File: config.mk
export PLATFORM = sky130hd
export DESIGN_NAME = alu_sequencer
export DESIGN_NICKNAME = d
export VERILOG_FILES = /design/src/rtl/alu_pkg.sv /design/src/rtl/alu_sequencer_timeout.sv /design/src/rtl/alu_sequencer.sv
export SDC_FILE = /design/constraint.sdc
export NUM_CORES = 1
export LEC_CHECK = 0
export BUFFER_PORTS_ARGS = -buffer_cell sky130_fd_sc_hd__buf_2
export CORE_AREA = 4 4 87 89
export DETAILED_ROUTE_END_ITERATION = 8
export DIE_AREA = 0 0 91 93
export GPL_ROUTABILITY_DRIVEN = 0
export GPL_TIMING_DRIVEN = 0
export PLACE_DENSITY_LB_ADDON = 0.08
export SLEW_MARGIN = 20
export SYNTH_ARGS = -nofsm -noshare
export SYNTH_HDL_FRONTEND = slang
export SYNTH_SLANG_ARGS = --single-unit
File: constraint.sdc
create_clock -name i_clk -period 5 [get_ports i_clk]
set_input_delay 1 -clock i_clk [delete_from_list [all_inputs] [get_ports i_clk]]
set_output_delay 1 -clock i_clk [all_outputs]
set_load 0.03 [all_outputs]
File: src/rtl/alu_pkg.sv
// Shared definitions for the serial ALU sequencer:
// opcodes, FSM states, flags-byte layout, opcode check.
package alu_pkg;

  localparam int NB_OP_DEF = 6;

  localparam logic [NB_OP_DEF-1:0] OP_ADD = 6'b100000;
  localparam logic [NB_OP_DEF-1:0] OP_SUB = 6'b100010;
  localparam logic [NB_OP_DEF-1:0] OP_AND = 6'b100100;
  localparam logic [NB_OP_DEF-1:0] OP_OR  = 6'b100101;
  localparam logic [NB_OP_DEF-1:0] OP_XOR = 6'b100110;
  localparam logic [NB_OP_DEF-1:0] OP_NOR = 6'b100111;
  localparam logic [NB_OP_DEF-1:0] OP_SRA = 6'b000011;
  localparam logic [NB_OP_DEF-1:0] OP_SRL = 6'b000010;

  localparam int FLG_OVF  = 1;
  localparam int FLG_ZERO = 0;

  typedef enum logic [2:0] {
    ST_WAIT_A,
    ST_WAIT_B,
    ST_WAIT_OP,
    ST_EXEC,
    ST_TX_RES,
    ST_TX_RES_WAIT,
    ST_TX_FLG,
    ST_TX_FLG_WAIT
  } state_t;

  function automatic logic op_valid(
    input logic [NB_OP_DEF-1:0] op
  );
    case (op)
      OP_ADD, OP_SUB, OP_AND, OP_OR,
      OP_XOR, OP_NOR, OP_SRA, OP_SRL:
        op_valid = 1'b1;
      default:
        op_valid = 1'b0;
    endcase
  endfunction

endpackage

File: src/rtl/alu_sequencer_timeout.sv
// Inter-byte idle counter: i_clear, i_enable in,
// o_expired pulses on the idle cycle reaching TIMEOUT_CYCLES-1.
module seq_timeout_counter import alu_pkg::*; #(
  parameter int TIMEOUT_CYCLES = 50_000_000
) (
  input  logic i_clk,
  input  logic i_reset,
  input  logic i_clear,
  input  logic i_enable,
  output logic o_expired
);

  localparam int NB_CNT =
    (TIMEOUT_CYCLES > 2) ? $clog2(TIMEOUT_CYCLES) : 1;
  localparam logic [NB_CNT-1:0] LAST =
    NB_CNT'(TIMEOUT_CYCLES - 2);

  logic [NB_CNT-1:0] cnt;

  // Fires on the idle cycle whose increment would
  // bring the count to TIMEOUT_CYCLES-1.
  assign o_expired = i_enable && (cnt == LAST);

  always_ff @(posedge i_clk or posedge i_reset) begin
    if (i_reset)
      cnt <= '0;
    else if (i_clear || o_expired)
      cnt <= '0;
    else if (i_enable)
      cnt <= cnt + NB_CNT'(1);
  end

endmodule

File: src/rtl/alu_sequencer.sv
// Collects A, B, opcode bytes from RX, drives the ALU,
// returns result then flags on TX. Busy/error/timeout out.
module alu_sequencer import alu_pkg::*; #(
  parameter int NB_DATA        = 8,
  parameter int NB_OP          = NB_OP_DEF,
  parameter int TIMEOUT_CYCLES = 50_000_000
) (
  input  logic               i_clk,
  input  logic               i_reset,
  input  logic [NB_DATA-1:0] i_rx_data,
  input  logic               i_rx_done,
  input  logic               i_tx_done,
  input  logic [NB_DATA-1:0] i_alu_result,
  input  logic               i_alu_overflow,
  input  logic               i_alu_zero,
  output logic [NB_DATA-1:0] o_data_a,
  output logic [NB_DATA-1:0] o_data_b,
  output logic [NB_OP-1:0]   o_op_code,
  output logic [NB_DATA-1:0] o_tx_data,
  output logic               o_tx_start,
  output logic               o_busy,
  output logic               o_op_error,
  output logic               o_timeout
);

  state_t state;
  state_t state_nxt;

  logic               in_rx_wait;
  logic               tmo_clear;
  logic               tmo_en;
  logic               tmo_exp;
  logic               opv;
  logic [NB_DATA-1:0] flags;

  assign in_rx_wait = (state == ST_WAIT_B) ||
                      (state == ST_WAIT_OP);
  assign tmo_en     = in_rx_wait && !i_rx_done;
  assign tmo_clear  = !in_rx_wait || i_rx_done;
  assign opv        =
    op_valid(NB_OP_DEF'(i_rx_data[NB_OP-1:0]));

  seq_timeout_counter #(
    .TIMEOUT_CYCLES(TIMEOUT_CYCLES)
  ) u_tmo (
    .i_clk    (i_clk),
    .i_reset  (i_reset),
    .i_clear  (tmo_clear),
    .i_enable (tmo_en),
    .o_expired(tmo_exp)
  );

  always_ff @(posedge i_clk or posedge i_reset) begin
    if (i_reset)
      state <= ST_WAIT_A;
    else
      state <= state_nxt;
  end

  always_comb begin
    state_nxt = state;
    unique case (state)
      ST_WAIT_A:
        if (i_rx_done) state_nxt = ST_WAIT_B;
      ST_WAIT_B:
        if (i_rx_done)    state_nxt = ST_WAIT_OP;
        else if (tmo_exp) state_nxt = ST_WAIT_A;
      ST_WAIT_OP:
        if (i_rx_done) begin
          if (opv) state_nxt = ST_EXEC;
        end else if (tmo_exp) begin
          state_nxt = ST_WAIT_A;
        end
      ST_EXEC:
        state_nxt = ST_TX_RES;
      ST_TX_RES:
        state_nxt = ST_TX_RES_WAIT;
      ST_TX_RES_WAIT:
        if (i_tx_done) state_nxt = ST_TX_FLG;
      ST_TX_FLG:
        state_nxt = ST_TX_FLG_WAIT;
      ST_TX_FLG_WAIT:
        if (i_tx_done) state_nxt = ST_WAIT_A;
      default:
        state_nxt = ST_WAIT_A;
    endcase
  end

  // The result is captured straight into o_tx_data so
  // it is already valid in the cycle o_tx_start is high.
  always_ff @(posedge i_clk or posedge i_reset) begin
    if (i_reset) begin
      o_data_a   <= '0;
      o_data_b   <= '0;
      o_op_code  <= '0;
      o_tx_data  <= '0;
      o_op_error <= 1'b0;
      o_timeout  <= 1'b0;
      flags      <= '0;
    end else begin
      o_op_error <= 1'b0;
      o_timeout  <= 1'b0;
      unique case (state)
        ST_WAIT_A:
          if (i_rx_done) o_data_a <= i_rx_data;
        ST_WAIT_B:
          if (i_rx_done)    o_data_b  <= i_rx_data;
          else if (tmo_exp) o_timeout <= 1'b1;
        ST_WAIT_OP:
          if (i_rx_done) begin
            if (opv)
              o_op_code <= i_rx_data[NB_OP-1:0];
            else
              o_op_error <= 1'b1;
          end else if (tmo_exp) begin
            o_timeout <= 1'b1;
          end
        ST_EXEC: begin
          o_tx_data       <= i_alu_result;
          flags           <= '0;
          flags[FLG_OVF]  <= i_alu_overflow;
          flags[FLG_ZERO] <= i_alu_zero;
        end
        ST_TX_RES_WAIT:
          if (i_tx_done) o_tx_data <= flags;
        default: ;
      endcase
    end
  end

  always_comb begin
    o_tx_start = (state == ST_TX_RES) ||
                 (state == ST_TX_FLG);
    o_busy     = (state != ST_WAIT_A);
  end

endmodule

* Word level (Yosys, flattened, before mapping)
Cells that the tools add are included.
** Operators by class
- $add $sub $neg :: 1
- Equality and inequality tests :: 20
- Muxes and demuxes :: 19
- Reductions and logical operators :: 19
** Operators with widths (number)
- two-way mux 26 bit :: 2
- == test 6 bit, second input constant :: 6
- adder 26 x 1 -> 26 bit, second input constant :: 1
- == test 26 bit, second input constant :: 1
- one-hot mux 3 bit (8 select lines) :: 1
- two-way mux 3 bit :: 7
- one-hot mux 8 bit (2 select lines) :: 1
- == test 3 bit, second input constant :: 4
- == test 6 x 2 -> 1 bit, second input constant :: 2
- two-way mux 8 bit :: 1
- OR reduction 8 bit :: 1
- two-way mux 1 bit :: 7
- == test 3 x 2 -> 1 bit, second input constant :: 2
- inequality test 2 bit, second input constant :: 3
- AND reduction 2 bit :: 3
- logical OR 1 bit :: 4
- AND reduction 4 bit :: 1
- nonzero test 2 bit :: 2
- == test 3 x 1 -> 1 bit, second input constant :: 1
- logical NOT 3 bit :: 1
- inequality test 3 bit, second input constant :: 1
- AND reduction 3 bit :: 1
- nonzero test 3 bit :: 1
- logical AND 1 bit :: 2
- 2 further kinds :: 3
** Word-level totals
- Register bits after elaboration :: 63
- Input port bits :: 22
- Output and inout port bits :: 34

* Longest topological paths before layout
- Depth after elaboration :: 7
- Gate-level depth with buffers :: 7
- Depth with buffers taken out :: 6

* Cells and area by module
Synthesis repeated with hierarchy kept, for this count alone.
** Unflattened totals
- Cell total of the unflattened synthesis :: 280
- Area total of the unflattened synthesis :: 3111.7 sq um
** By module, submodules not included
- alu_sequencer :: times used 1, cells each 129, area each 1675.4 sq um, seq. area each 925.9 sq um
- seq_timeout_counter :: times used 1, cells each 151, area each 1436.4 sq um, seq. area each 650.6 sq um

* Worst setup path after synthesis
Ideal clock, no wire load.
- Path type :: input-to-reg
- Start :: input i_rx_done
- End :: register o_data_a[0]
- Data arrival time :: 2060 ps
- Data required time :: 4875 ps
- Path slack :: 2815 ps
- Cell stages on the path :: 3
- Path buffers :: 0
- Cell sequence :: nor2b_1 > nor3b_2 > mux2_2
** Between the ends
- Cells in the longest elaborated chain, start to end :: 1
** RTL lines
- start, declared :: line alu_sequencer.sv:11 : input logic i_rx_done,
- AND reduction 2 bit (no line)
- end signal, assigned :: line alu_sequencer.sv:105 : if (i_rx_done) o_data_a <= i_rx_data;
- end, declared :: line alu_sequencer.sv:16 : output logic [NB_DATA-1:0] o_data_a,
No other way between the ends.
A chain may end at the register's enable or synchronous reset.

* Worst setup path in the final report
- Start :: register state[2]
- End :: output o_busy
** Between the ends
- Cells in the longest elaborated chain, start to end :: 1
** RTL lines
- start, declared :: line alu_sequencer.sv:26 : state_t state;
- start signal, assigned :: line alu_sequencer.sv:57 : state <= state_nxt;
- nonzero test 3 bit :: line alu_sequencer.sv:134 : o_busy = (state != ST_WAIT_A);
- end, declared :: line alu_sequencer.sv:21 : output logic o_busy,
No other way between the ends.

==> out/results.txt <==
Fill count: 624
Grt ovf: 0
CTS root buf: clkbuf_8
Slowest-stage cell, CP: dfrtp_1
Port Buffers: 55
Rows: 30
Worst vdd ir: 0.311 mV
Max Slew Vio Count: 0
Final std cells w/o fill: 422
Layout cells sized above 1: 32.7%
Setup TNS Final: 0 ns
Buf+Inv Stages, Crit Path: 2
Critical path capture point type: output port
Fin crit period: 2.54 ns
Critical path cell sequence: clkbuf_1 > or3_1 > buf_2
Slew margin rel.: 52.5%
Wirelength per Cell: 15.1 um
Top FF cell, synth: dfrtp_1
Max clock buf depth: 2
Fin. Hold Viols: 0
Largest net degree at the start of global routing: 57
YS warnings: 0
Diode count: 0
I/O pins: 56
CP startpoint: state[2]$_DFFE_PP0P_
CTS tree: built
Crit Path Max Fanout: 10
Reg clk slew, reported paths: 0.08 ns
Die W: 91 um
PD cells: 531 nW/um2
Sequential area share after synthesis: 52.8%
CTS H-Tree Depth: 3
CTS resizes: 0
Post-DP HPWL: 4.54 mm
Mean post-synth cell area: 11.1 um2
Initial antenna violation count: 0
Clock skew after layout: 0.00572 ns
CP startpoint kind: register
Max Cap Viol: 0
DR vias/cell: 5.52
First drt pass iteration count: 4
Drt first-iter violations: 66
Arrival time at the worst endpoint: 1.54 ns
Fmax: 394 MHz
Syn Inst Count: 270
Placed Cells incl. Taps: 406
Die Ht: 93 um
Worst slew pin tran: 0.709 ns
First-pass GRT wire length: 11.0 mm
Via Count: 2328
Vias in the first global route: 2363
Routed wire length: 6.36 mm
Hold Crit Start: o_op_code[4]$_DFFE_PP0P_
Clock latency at the later pin of the worst-skew pair: 0.34 ns
Final setup vio count: 0
Post-synth EDFFs: 0
Residual DRC count: 0
Max incr delay on CP: 0.39 ns
# clock sinks: 63
Post-synth ARST share: 100%
Critical path class: register to output port
Required time of the worst setup path: 4.00 ns
Most frequent cells in the layout: 63 x dfrtp_1, 60 x buf_2, 23 x nor2_1
Synth unique cells: 51
Final Cycle Share: 50.7%
Number of synthesized register bits: 63
Leading cell type in the layout, fill and taps excluded: dfrtp_1
Synth Net Count: 294
Post-DRT Antenna Nets: 0
Core area: 6760 um2
Post-CTS setup buffers: 0
Syn-to-layout area delta: 20.2%
LEAKAGE: 1.57 nW
RSZ-0062 raised after global routing: false
RR Startpoint: u_tmo.cnt[2]$_DFFE_PP0P_
CTS Buf Count: 9
Initial Util: 44.2%
DIE AREA: 8460 um2
Delay-heaviest family, CP: buffers and inverters
Netlist Area Pre-Place: 2990 um2
Layout net count: 361
GRT Util Overall: 16.1%
Worst min-delay path class: register to register
Status: finished clean
Hold_buf cts: 0
[cell usage after synthesis, drive strengths merged (3+ instances only)]
library cell / instances / area [um2]
dfrtp: 63 / 1580
nor2: 23 / 86.3
a21oi: 22 / 114
mux2: 22 / 248
nand2: 15 / 56.3
nand4: 12 / 90.1
nand3: 10 / 62.6
xor2: 10 / 87.6
buf: 8 / 51.3
o21ai: 8 / 43.8
nor4: 6 / 37.5
o22ai: 6 / 37.5
inv: 4 / 15.0
nand3b: 4 / 30.0
o31ai: 4 / 30.0
or3: 4 / 25.0
or4: 4 / 33.8
and2: 3 / 18.8
and3: 3 / 20.0
and4: 3 / 26.3
nor2b: 3 / 18.8
nor3: 3 / 20.0
xnor2: 3 / 26.3
[worst register-to-register path, cell delays in order (launching register included)]
cell and delay (ns):
dfrtp_1 0.44, and4_1 0.23, buf_6 0.15, nand4_1 0.23, o21ai_2 0.36, buf_2 0.31, nor2_1 0.08
[path summary, 6_finish.rpt]
| path | end | slack [ns] | cells after the start |
|---|---|---|---|
| max | o_busy | 2.46 | 3 |
| max in group asynchronous | o_tx_data[4]$_DFFE_PP0P_ | 3.98 | 3 |
| max reg2reg | u_tmo.cnt[11]$_DFFE_PP0P_ | 3.09 | 6 |
| min | o_op_code[4]$_DFFE_PP0P_ | 0.49 | 1 |
| min reg2reg | o_op_code[4]$_DFFE_PP0P_ | 0.49 | 1 |
| min in group asynchronous | o_data_a[2]$_DFFE_PP0P_ | 0.54 | 2 |
[final cells by class]
class | instances | area [um2] | area share [%]
timing repair buffer | 56 | 303 | 8.44
clock inverter | 7 | 73.8 | 2.06
tap | 80 | 100 | 2.79
inverter | 4 | 17.5 | 0.488
multi-input combinational | 193 | 1340 | 37.2
buffer | 10 | 58.8 | 1.64
sequential | 63 | 1580 | 43.9
clock buffer | 9 | 124 | 3.45
[logic make-up (layout without fill, tap and decap cells)]
kind of cell,count (synthesis),in the layout,synth area share [%]
AO/OA/AOI/OAI,53,53,11.3
XOR/XNOR,13,13,3.81
adder cells (fa/ha/maj),2,2,0.838
buffers and inverters,14,86,2.47
flip-flops,63,63,52.8
multiplexers,23,23,8.63
AND/OR/NAND/NOR,102,102,20.1
[metrics by stage]
step / cell area (um2) / setup slack (ns) / power, mW / utilization, % / hold WS, ns
after floorplan: 2990 / 2.43 / 1.27 / - / 0.466
after global routing: 3590 / 2.39 / 2.02 / 53.1 / 0.520
after detailed placement: 3390 / 2.39 / 1.49 / 50.2 / 0.471
after global placement: 3360 / 1.55 / 1.47 / 49.7 / 0.468
final: 3590 / 2.46 / 1.90 / 53.1 / 0.488
after CTS: 3590 / 2.44 / 1.93 / 53.1 / 0.494
[registers in the layout (all words and copies together) (netlist names)]
signal / count
o_op_error: 1
o_data_b: 8
o_timeout: 1
u_tmo.cnt: 26
state: 3
o_op_code: 6
o_data_a: 8
flags: 2
o_tx_data: 8
[power breakdown]
part           internal, mW  switching [mW]  leakage [nW]  total (mW)
Combinational         0.267           0.489         0.652       0.756
Clock                 0.231           0.209        0.0992       0.440
Sequential            0.642          0.0670         0.823       0.709
[metal layers]
metal  GRT usage [%]  up-vias  wire length, um
met5               0        -                0
met4            8.04        0              148
met1            20.8     1127             3010
li1                -     1134                -
met3            3.86       12              338
met2            25.4       55             2860
Power figures use the tool's default switching activity.
